### config.mk
export PLATFORM = sky130hd
export DESIGN_NAME = mem_stage
export DESIGN_NICKNAME = d
export VERILOG_FILES = /design/src/rtl/mem_stage.sv
export SDC_FILE = /design/constraint.sdc
export NUM_CORES = 1
export LEC_CHECK = 0
export CAP_MARGIN = 5
export CORE_AREA = 5 5 142 144
export CTS_BUF_LIST = sky130_fd_sc_hd__clkbuf_16
export DETAILED_ROUTE_END_ITERATION = 7
export DIE_AREA = 0 0 147 149
export DONT_BUFFER_PORTS = 1
export PLACE_DENSITY_LB_ADDON = 0.2
export SYNTH_ARGS = -nofsm -noshare
export SYNTH_HDL_FRONTEND = slang
export SYNTH_SLANG_ARGS = --single-unit
### constraint.sdc
create_clock -name clk -period 4.7 [get_ports clk]
set_input_delay 0.235 -clock clk [delete_from_list [all_inputs] [get_ports clk]]
set_output_delay 0.235 -clock clk [all_outputs]
set_load 0.1 [all_outputs]
### src/rtl/mem_stage.sv
// Memory-access stage: drives the data bus with a variable-latency req/ack handshake,
// extracts and extends load data, and holds the MEM/WB register that feeds writeback.
module mem_stage #(
  parameter int TIMEOUT = 255,
  parameter int CNT_W   = 8
) (
  input  logic        clk,
  input  logic        rst_n,
  input  logic        valid_mem,
  input  logic [2:0]  ctrl_wb_mem,
  input  logic        mem_read,
  input  logic        mem_write,
  input  logic [2:0]  funct3,
  input  logic [31:0] alu_result,
  input  logic [31:0] store_data,
  input  logic [31:0] pc4_mem,
  input  logic [31:0] rd_mem,
  output logic        dmem_req,
  output logic        dmem_we,
  output logic [31:0] dmem_addr,
  output logic [3:0]  dmem_be,
  output logic [31:0] dmem_wdata,
  input  logic [31:0] dmem_rdata,
  input  logic        dmem_ack,
  output logic        stall_mem,
  output logic        misalign_err,
  output logic        bus_err,
  output logic [2:0]  ctrl_wb,
  output logic [31:0] pc4_wb,
  output logic [31:0] mem_data,
  output logic [31:0] alu_data,
  output logic [31:0] rd_wb
);

  typedef enum logic [0:0] {IDLE = 1'b0, WAIT = 1'b1} state_t;

  localparam logic [CNT_W-1:0] TIMEOUT_C = CNT_W'(TIMEOUT);

  state_t           state_q, state_d;
  logic [CNT_W-1:0] cnt_q, cnt_d;

  logic [2:0]  ctrl_wb_q, ctrl_wb_d;
  logic [31:0] pc4_wb_q, pc4_wb_d;
  logic [31:0] mem_data_q, mem_data_d;
  logic [31:0] alu_data_q, alu_data_d;
  logic [31:0] rd_wb_q, rd_wb_d;
  logic        misalign_err_q, misalign_err_d;
  logic        bus_err_q, bus_err_d;

  logic        mem_op_s, misaligned_s, req_s, stall_s, timeout_s, mis_err_s, err_s;
  logic [3:0]  be_s;
  logic [31:0] wdata_s, load_s;
  logic [7:0]  byte_s;
  logic [15:0] half_s;

  assign mem_op_s = valid_mem & (mem_read | mem_write);

  // Alignment rules by access size; reserved funct3 codes are always rejected
  always_comb begin
    misaligned_s = 1'b0;
    case (funct3)
      3'b001, 3'b101:         misaligned_s = alu_result[0];
      3'b010:                 misaligned_s = (alu_result[1:0] != 2'b00);
      3'b011, 3'b110, 3'b111: misaligned_s = 1'b1;
      default:                misaligned_s = 1'b0;
    endcase
  end

  // Store lane placement: data is replicated so the byte enables select the lane
  always_comb begin
    be_s    = 4'b1111;
    wdata_s = store_data;
    if (mem_write) begin
      case (funct3[1:0])
        2'b00: begin
          be_s    = 4'b0001 << alu_result[1:0];
          wdata_s = {4{store_data[7:0]}};
        end
        2'b01: begin
          be_s    = 4'b0011 << {alu_result[1], 1'b0};
          wdata_s = {2{store_data[15:0]}};
        end
        default: begin
          be_s    = 4'b1111;
          wdata_s = store_data;
        end
      endcase
    end else begin
      be_s    = 4'b1111;
      wdata_s = store_data;
    end
  end

  // Load lane selection and sign/zero extension
  always_comb begin
    byte_s = 8'h00;
    case (alu_result[1:0])
      2'b00:   byte_s = dmem_rdata[7:0];
      2'b01:   byte_s = dmem_rdata[15:8];
      2'b10:   byte_s = dmem_rdata[23:16];
      2'b11:   byte_s = dmem_rdata[31:24];
      default: byte_s = 8'h00;
    endcase
    half_s = alu_result[1] ? dmem_rdata[31:16] : dmem_rdata[15:0];
    load_s = 32'h0000_0000;
    if (mem_read) begin
      case (funct3)
        3'b000:  load_s = {{24{byte_s[7]}}, byte_s};
        3'b001:  load_s = {{16{half_s[15]}}, half_s};
        3'b010:  load_s = dmem_rdata;
        3'b100:  load_s = {24'h00_0000, byte_s};
        3'b101:  load_s = {16'h0000, half_s};
        default: load_s = 32'h0000_0000;
      endcase
    end else begin
      load_s = 32'h0000_0000;
    end
  end

  // Access FSM: request/ack sequencing, stall generation and timeout
  always_comb begin
    state_d   = state_q;
    cnt_d     = cnt_q;
    req_s     = 1'b0;
    stall_s   = 1'b0;
    timeout_s = 1'b0;
    mis_err_s = 1'b0;
    case (state_q)
      IDLE: begin
        if (mem_op_s && misaligned_s) begin
          mis_err_s = 1'b1;
        end else if (mem_op_s) begin
          req_s = 1'b1;
          if (!dmem_ack) begin
            stall_s = 1'b1;
            state_d = WAIT;
            cnt_d   = {{(CNT_W-1){1'b0}}, 1'b1};
          end else begin
            state_d = IDLE;
          end
        end else begin
          state_d = IDLE;
        end
      end
      WAIT: begin
        req_s = 1'b1;
        if (dmem_ack) begin
          state_d = IDLE;
          cnt_d   = {CNT_W{1'b0}};
        end else if (cnt_q == TIMEOUT_C) begin
          timeout_s = 1'b1;
          state_d   = IDLE;
          cnt_d     = {CNT_W{1'b0}};
        end else begin
          stall_s = 1'b1;
          cnt_d   = cnt_q + {{(CNT_W-1){1'b0}}, 1'b1};
        end
      end
      default: begin
        state_d = IDLE;
        cnt_d   = {CNT_W{1'b0}};
      end
    endcase
  end

  assign err_s = mis_err_s | timeout_s;

  // MEM/WB next state: bubbles clear only the control field, data holds
  always_comb begin
    ctrl_wb_d      = ctrl_wb_q;
    pc4_wb_d       = pc4_wb_q;
    mem_data_d     = mem_data_q;
    alu_data_d     = alu_data_q;
    rd_wb_d        = rd_wb_q;
    misalign_err_d = mis_err_s;
    bus_err_d      = timeout_s;
    if (stall_s || !valid_mem) begin
      ctrl_wb_d = 3'b000;
    end else begin
      ctrl_wb_d  = {ctrl_wb_mem[2:1], ctrl_wb_mem[0] & ~err_s};
      pc4_wb_d   = pc4_mem;
      alu_data_d = alu_result;
      rd_wb_d    = rd_mem;
      mem_data_d = err_s ? 32'h0000_0000 : load_s;
    end
  end

  // FSM state and wait counter
  always_ff @(posedge clk or negedge rst_n) begin
    if (!rst_n) begin
      state_q <= IDLE;
      cnt_q   <= {CNT_W{1'b0}};
    end else begin
      state_q <= state_d;
      cnt_q   <= cnt_d;
    end
  end

  // MEM/WB pipeline register and error pulses
  always_ff @(posedge clk or negedge rst_n) begin
    if (!rst_n) begin
      ctrl_wb_q      <= 3'b000;
      pc4_wb_q       <= 32'h0000_0000;
      mem_data_q     <= 32'h0000_0000;
      alu_data_q     <= 32'h0000_0000;
      rd_wb_q        <= 32'h0000_0000;
      misalign_err_q <= 1'b0;
      bus_err_q      <= 1'b0;
    end else begin
      ctrl_wb_q      <= ctrl_wb_d;
      pc4_wb_q       <= pc4_wb_d;
      mem_data_q     <= mem_data_d;
      alu_data_q     <= alu_data_d;
      rd_wb_q        <= rd_wb_d;
      misalign_err_q <= misalign_err_d;
      bus_err_q      <= bus_err_d;
    end
  end

  // Bus and stall are gated by reset so an in-flight request vanishes at once
  assign dmem_req   = rst_n & req_s;
  assign stall_mem  = rst_n & stall_s;
  assign dmem_we    = rst_n & mem_write;
  assign dmem_addr  = rst_n ? {alu_result[31:2], 2'b00} : 32'h0000_0000;
  assign dmem_be    = rst_n ? be_s : 4'b0000;
  assign dmem_wdata = rst_n ? wdata_s : 32'h0000_0000;

  assign ctrl_wb      = ctrl_wb_q;
  assign pc4_wb       = pc4_wb_q;
  assign mem_data     = mem_data_q;
  assign alu_data     = alu_data_q;
  assign rd_wb        = rd_wb_q;
  assign misalign_err = misalign_err_q;
  assign bus_err      = bus_err_q;

endmodule

== Yosys cells after proc, flatten, opt, wreduce, memory -nomap -nowiden ==
Cells that the tools add are included.

* Output and inout port bits: 204
* Word-level logic and storage cells: 80
* Input port bits: 172
* Flip-flop bits (word level): 142

* Mux-type cells: 34
* Reductions and logical operators: 10
* Bitwise operators: 9
* Shift operators: 2
* Equal/unequal tests: 15
* Add/subtract/negate cells: 1

{| class="wikitable"
|+ Operators by type and width
! kind !! count
|-
| $mux 32 || 5
|-
| $pmux 32 s5 || 1
|-
| $pmux 32 s2 || 1
|-
| $mux 8 || 5
|-
| $pmux 8 s4 || 1
|-
| $mux 16 || 1
|-
| $pmux 8 s2 || 1
|-
| $eq 3x3->1 const B || 4
|-
| $mux 1 || 12
|-
| $add 8x1->8 const B || 1
|-
| $eq 8x8->1 const B || 1
|-
| $mux 4 || 2
|-
| $pmux 4 s2 || 1
|-
| $eq 3x2->1 const B || 2
|-
| $ne 2x2->1 const B || 3
|-
| $and 1x1->1 || 5
|-
| $eq 2x1->1 const B || 2
|-
| $eq 2x2->1 const B || 2
|-
| $logic_not 2->1 || 2
|-
| $pmux 1 s2 || 2
|-
| $shl 1x2->4 const A || 1
|-
| $shl 2x2->4 const A || 1
|-
| $eq 3x1->1 const B || 1
|-
| $logic_not 3->1 || 1
|-
| 11 further kinds || 13
|}

== Longest topological paths before layout ==
Gate-level depths: netlist of the first run.

* Depth after elaboration: 10
* Depth in mapped cells: 8
* Gate-level depth less buffers: 6

== Least setup slack after synthesis of the first run ==
OpenSTA, ideal clock, no wires.

* Path type: input-to-output
* From: input port funct3[1]
* To: output port dmem_wdata[14]
* Path buffers: 3
* Slack: 969 ps
* Data required time: 4,465 ps
* Arrival time: 3,496 ps
* Cell stages on the path: 7
* Cell sequence: clkbuf_1 -> inv_1 -> clkbuf_1 -> nand2_1 -> clkbuf_1 -> o21ai_0 -> a21boi_0

* Cells in the longest elaborated chain, start to end: 4
* Elaborated cells on any way between the ends: 5
* Those cells by class: eq/ne: 1; mux: 3; reduce/logical: 1

{| class="wikitable"
|+ RTL lines
! what !! line !! text
|-
| from (decl) || 13 || <nowiki>input logic [2:0] funct3,</nowiki>
|-
| $eq 2x1->1 / $logic_not 2->1 (equally long branches) || 74 || <nowiki>case (funct3[1:0])</nowiki>
|-
| $pmux 32 s2 * || 74 ||
|-
| $mux 32 * || 73 || <nowiki>if (mem_write) begin</nowiki>
|-
| $mux 32 * || 226 || <nowiki>assign dmem_wdata = rst_n ? wdata_s : 32'h0000_0000;</nowiki>
|-
| to (decl) || 22 || <nowiki>output logic [31:0] dmem_wdata,</nowiki>
|}

Every way passes the cells marked *; elsewhere a longest branch is shown, timed or not.

== Worst setup path in the final report of the first run ==
* From: register cnt_q[0]
* To: output port stall_mem

* Cells in the longest elaborated chain, start to end: 5

{| class="wikitable"
|+ RTL lines
! what !! line !! text
|-
| from (decl) || 40 || <nowiki>logic [CNT_W-1:0] cnt_q, cnt_d;</nowiki>
|-
| from (signal assigned) || 192 || <nowiki>cnt_q <= {CNT_W{1'b0}};</nowiki>
|-
| from (signal assigned) || 195 || <nowiki>cnt_q <= cnt_d;</nowiki>
|-
| $eq 8x8->1 || 150 || <nowiki>end else if (cnt_q == TIMEOUT_C) begin</nowiki>
|-
| $mux 1 || 150 ||
|-
| $mux 1 || 147 || <nowiki>if (dmem_ack) begin</nowiki>
|-
| $pmux 1 s2 || 128 || <nowiki>case (state_q)</nowiki>
|-
| net stall_s || 50 || <nowiki>logic mem_op_s, misaligned_s, req_s, stall_s, timeout_s, mis_err_s, err_s;</nowiki>
|-
| $and 1x1->1 || 222 || <nowiki>assign stall_mem = rst_n & stall_s;</nowiki>
|-
| to (decl) || 25 || <nowiki>output logic stall_mem,</nowiki>
|}

The timed path passes the listed nets, and every way through them passes these cells.

==> results.py, run 1 <==
metrics = {
    "run_status": {
        "status": "finished clean",
    },
    "routing": {
        "vias": 5232,
        "avgViaCountPerCell": 5.47,
        "drt_iter0_drc": 353,
        "drcViolationCount": 0,
        "routedWlPerCell_um": 22.1,
        "routed_wl_um": 21100,
        "ant_nets": 0,
        "drt_pass1_iterations": 5,
    },
    "synth": {
        "synth_top_flop_cell": "dfrtp_1",
        "synth_seq_cells": 142,
        "synth_cell_type_count": 42,
        "synth_edf_count": 0,
        "yosys.area.top_type_share": 0.517,
        "async_flop_share": 1.00,
        "synthCells": 622,
        "yosys_warnings": 0,
        "syn_area_per_cell_um2": 11.1,
        "synth_top_area_cell": "dfrtp_1",
        "synth.most_common_cell": "dfrtp_1",
        "yosys-top-cells-count": "dfrtp_1 (142), nand2_1 (90), mux2_2 (83)",
        "ys_top_cells_by_area": "dfrtp_1 (52%), mux2_2 (14%), nand2_1 (4.9%)",
        "syn_area_um2": 6870,
        "yosysSeqAreaShare": 0.517,
    },
    "sta": {
        "tightest_slew_ns": 1.21,
        "rsz0062_at_grt": "false",
        "fin_crit_ns": 2.88,
        "slew_headroom": 0.191,
        "final-hold-violation-count": 0,
        "final.setup.tns_ns": 0,
        "finClkSkew_ns": 0.0139,
        "timing.final.ws_setup_ns": 1.82,
        "slew_violations": 0,
        "finalSetupViolations": 0,
        "fin_crit_sh": 0.612,
        "max_freq_ghz": 0.347,
    },
    "job": {
        "drv_cap": 0,
    },
    "clocking": {
        "cts_setup_buffers": 0,
        "htreeDepth": 4,
        "numClockSinks": 142,
        "clock_latency_ns": 0.42,
        "ctsLongestPathBuffers": 2,
        "cts_made_buffers": 17,
        "cts_root_buf": "clkbuf_16",
        "path_clk_slew_ns": 0.06,
        "cts_tree": "done",
    },
    "worst_setup_path": {
        "crit_path_start_kind": "flip-flop",
        "critical_path.max_fanout": 5,
        "critPathCaptureType": "output port",
        "path_cells": "ha_1 > nand4_1 > nor3_1 > nor4_1 > and2_1",
        "crit_path_top_delay_cell": "and2_1",
        "arrival_ns": 2.64,
        "cpPeakStageDelay_ns": 0.87,
        "path_class": "flip-flop to output port",
        "required_ns": 4.47,
    },
    "grt": {
        "overflow": 0,
        "grt_start_max_net_pins": 143,
        "antenna_found_initial": 1,
        "grt_pass1_vias": 5560,
        "grt_pass1_wl_um": 32200,
        "grtUsageTotal": 0.184,
    },
    "floorplanning": {
        "die_y_um": 149,
        "start_util": 0.370,
        "pin_count": 376,
        "core-area_um2": 18600,
        "die_area_um2": 21900,
        "die_w_um": 147,
        "num_rows": 50,
    },
    "power": {
        "peakVddDrop_uv": 284,
        "power_density_nw_per_um2": 505,
        "leakagePower_nw": 3.72,
    },
    "placed_design": {
        "gp_congestion": 0.860,
        "io_buffers": 0,
        "hpwl_um": 14700,
        "post-place-ws_ns": 1.96,
    },
    "cells_and_area": {
        "area_growth_pct": 28.2,
        "nets": 882,
        "drive_above_1_share": 0.212,
    },
    "worst_hold_path": {
        "hold_path_class": "input port to flip-flop",
    },
}
## metrics by stage
step                std cells   util  instance area (µm²)  total power (W)  hold WS, ns
CTS                       956  0.474                 8810          0.00449       0.0142
finish                    957  0.474                 8810          0.00445       0.0290
global route              956  0.474                 8810          0.00460       0.0319
detailed placement        823  0.386                 7170          0.00297      -0.0566
floorplan                 623      -                 6880          0.00288      -0.0606
global placement          823  0.386                 7170          0.00296      -0.0563
## power by group
group | internal (W) | total (W) | switching, W | leakage, nW
clock | 0.000813 | 0.00140 | 0.000589 | 0.301
sequential | 0.00133 | 0.00236 | 0.00103 | 1.75
combinational | 0.000228 | 0.000680 | 0.000452 | 1.67
total | 0.00237 | 0.00445 | 0.00207 | 3.72
## routing by layer
layer | GRT usage | up-vias | part of all wire | wire length (µm)
li1 | - | 2372 | - | -
met1 | 0.218 | 2576 | 0.38 | 8070
met2 | 0.314 | 260 | 0.50 | 10600
met3 | 0.0626 | 24 | 0.097 | 2060
met4 | 0.0634 | 0 | 0.017 | 369
met5 | 0 | - | 0 | 0
## flip-flops by register name, indices dropped and copies added, names as in the netlist
name and cells:
alu_data 32, bus_err 1, cnt_q 8, ctrl_wb 3, mem_data 32, misalign_err 1
pc4_wb 32, rd_wb 32, state_q 1
## repair_timing
action / CTS / global route
resized for setup: 0 / 0
endpoints found under the hold margin: 242 / 0
hold buffers: 101 / 0
## area by class of cell
type	count	area, µm²
fill	1644	9770
sequential	142	3550
multi-input combinational	430	3190
timing repair buffer	113	1140
clock buffer	17	425
tap	234	293
clock inverter	15	188
inverter	5	18.8
antenna	1	2.50
## kinds of logic after synthesis
kind of cell / after synthesis / synth area share
adder cells (fa/ha/maj): 1 / 0.00182
AO/OA/AOI/OAI: 131 / 0.136
multiplexers: 119 / 0.191
XOR/XNOR: 2 / 0.00255
flip-flops: 142 / 0.517
other: 1 / 0.000546
AND/OR/NAND/NOR: 175 / 0.118
buffers and inverters: 51 / 0.0333
## final timing paths
| check | startpoint | endpoint | slack [ns] | depth (start not counted) |
|---|---|---|---|---|
| worst min-delay path | dmem_rdata[16] | mem_data[16] | 0.03 | 2 |
| max in group asynchronous | rst_n | rd_wb[31] | 3.67 | 2 |
| worst min register to register | cnt_q[7] | cnt_q[7] | 0.52 | 1 |
| min in group asynchronous | rst_n | alu_data[27] | 0.53 | 2 |
| worst max register to register | cnt_q[0] | pc4_wb[1] | 2.08 | 6 |
| worst max-delay path | cnt_q[0] | stall_mem | 1.82 | 5 |
## layout by cell type, fill, tap and decap left out, types with 3 or more instances in the layout
cell,synthesis,routed
a211oi_1,8,8
a21boi_2,0,18
a21oi_1,21,21
a32oi_1,6,6
and2_1,44,44
buf_4,4,11
clkbuf_16,0,17
dfrtp_1,142,142
dlygate4sd3_1,0,100
inv_1,5,5
inv_6,0,5
inv_8,0,6
mux2_1,13,13
mux2_2,83,83
mux2i_1,23,23
nand2_1,90,90
nand3_1,5,5
nor2_1,21,21
nor2b_1,4,3
o211a_1,8,8
o21ai_0,25,25
o31ai_1,34,34
## critical path, delay by kind of cell, from the launching register on
family / cells / cell delay (ns)
adders and majority gates: 1 / 0.27
DFF: 1 / 0.41
and+or+nand+nor: 4 / 1.55
Power figures use the tool's default switching activity.
==> inputs of run 2 (changes only) <==
- clock period: 4.7 -> 2.9 ns (I/O delays scaled with it)
==> results.py, run 2 (synthesized netlist as in run 1, its figures left out) <==
metrics = {
    "run_status": {
        "status": "finished with violations",
        "violations": "hold timing",
    },
    "clocking": {
        "numClockSinks": 142,
        "clock_latency_ns": 0.42,
        "ctsLongestPathBuffers": 2,
        "cts_tree": "done",
        "path_clk_slew_ns": 0.06,
        "htreeDepth": 4,
        "cts_root_buf": "clkbuf_16",
        "postCtsHoldBufs": 131,
        "cts_made_buffers": 17,
    },
    "placed_design": {
        "io_buffers": 0,
        "post-place-ws_ns": 0.568,
        "dp.cells": 847,
        "hpwl_um": 15400,
        "gp_congestion": 0.854,
    },
    "worst_setup_path": {
        "startpoint": "cnt_q[0]",
        "cpPeakStageDelay_ns": 0.45,
        "crit_path_start_kind": "flip-flop",
        "arrival_ns": 2.33,
        "cp_top_family": "simple AND/OR/NAND/NOR gates",
        "critPathCaptureType": "output port",
        "critical_path.max_fanout": 5,
        "crit_path_top_delay_cell": "nor4_1",
        "path_cells": "ha_1 > nand4_1 > nor3_1 > nor4_1 > and2_1 > buf_4",
        "path_class": "flip-flop to output port",
        "required_ns": 2.76,
        "r2r_start": "cnt_q[0]",
        "worst-path-buf-inv": 1,
    },
    "floorplanning": {
        "core-area_um2": 18600,
        "die_y_um": 149,
        "num_rows": 50,
        "start_util": 0.370,
        "pin_count": 376,
        "die_area_um2": 21900,
        "die_w_um": 147,
    },
    "cells_and_area": {
        "area_growth_pct": 35.1,
        "layout_commonest_cell": "dfrtp_1",
        "nets": 936,
        "fin_cells": 1010,
        "antenna_cells": 0,
        "layout_common_cells": "dfrtp_1 (142), dlygate4sd3_1 (131), nand2_1 (90), mux2_2 (83), and2_1 (44)",
        "drive_above_1_share": 0.227,
    },
    "sta": {
        "hold_slack_ns": -0.575,
        "rsz0062_at_grt": "false",
        "slew_headroom": 0.334,
        "fin_crit_sh": 0.852,
        "finalSetupViolations": 0,
        "tightest_slew_ns": 1.01,
        "timing.final.ws_setup_ns": 0.428,
        "finClkSkew_ns": 0.0106,
        "fin_crit_ns": 2.47,
        "final-hold-violation-count": 142,
        "final.setup.tns_ns": 0,
        "max_freq_ghz": 0.404,
        "slew_violations": 0,
    },
    "routing": {
        "avgViaCountPerCell": 5.43,
        "drt_iter0_drc": 332,
        "routedWlPerCell_um": 21.9,
        "drcViolationCount": 0,
        "ant_nets": 0,
        "routed_wl_um": 22200,
        "drt_pass1_iterations": 5,
        "vias": 5489,
    },
    "grt": {
        "grt_pass1_wl_um": 34100,
        "grt_start_max_net_pins": 212,
        "grt_pass1_vias": 5857,
        "antenna_found_initial": 0,
        "overflow": 0,
        "grtUsageTotal": 0.195,
    },
    "worst_hold_path": {
        "hold_path_class": "input port to async pin",
    },
    "job": {
        "drv_cap": 0,
    },
    "power": {
        "peakVddDrop_uv": 418,
        "power_density_nw_per_um2": 779,
        "leakagePower_nw": 3.97,
    },
}
==> run 2: repair_timing <==
action	4_1_cts	5_1_grt
resized for setup	0	0
setup buffers	0	0
hold endpoints to repair	275	142
==> run 2: per-layer routing <==
layer / wire length (µm) / track usage
met1: 8390 / 0.229
met2: 11100 / 0.331
met3: 2250 / 0.0744
met4: 424 / 0.0648
met5: 0 / 0
==> run 2: final timing paths <==
check                      slack (ns)  cells past startpoint            to
max                              0.43                      6     stall_mem
min                             -0.58                      0  alu_data[23]
max reg2reg                      0.55                      6     rd_wb[15]
min reg2reg                      0.50                      2   mem_data[6]
max in group asynchronous        2.96                      0     rd_wb[15]
min in group clk                 0.01                      2  mem_data[11]
==> run 2: final cells by class <==
class | count | area, µm²
fill | 1637 | 9290
sequential | 142 | 3550
multi-input combinational | 430 | 3190
timing repair buffer | 167 | 1620
clock buffer | 17 | 425
tap | 234 | 293
clock inverter | 15 | 191
inverter | 5 | 18.8
==> run 2: through the flow <==
stage                     hold slack [ns]  area (µm²)  total power (W)  utilization
final                              -0.575        9290          0.00724        0.500
after global routing               -0.606        9290          0.00747        0.500
after CTS                          -0.599        9290          0.00730        0.500
after detailed placement           -0.146        7360          0.00486        0.396
after global placement             -0.146        7360          0.00484        0.396
after floorplan                    -0.151        6880          0.00467            -
==> run 2: power breakdown <==
| part | switching, W | total, W | internal [W] |
|---|---|---|---|
| logic | 0.000743 | 0.00117 | 0.000424 |
| clock network | 0.000949 | 0.00226 | 0.00131 |
| registers | 0.00165 | 0.00381 | 0.00216 |
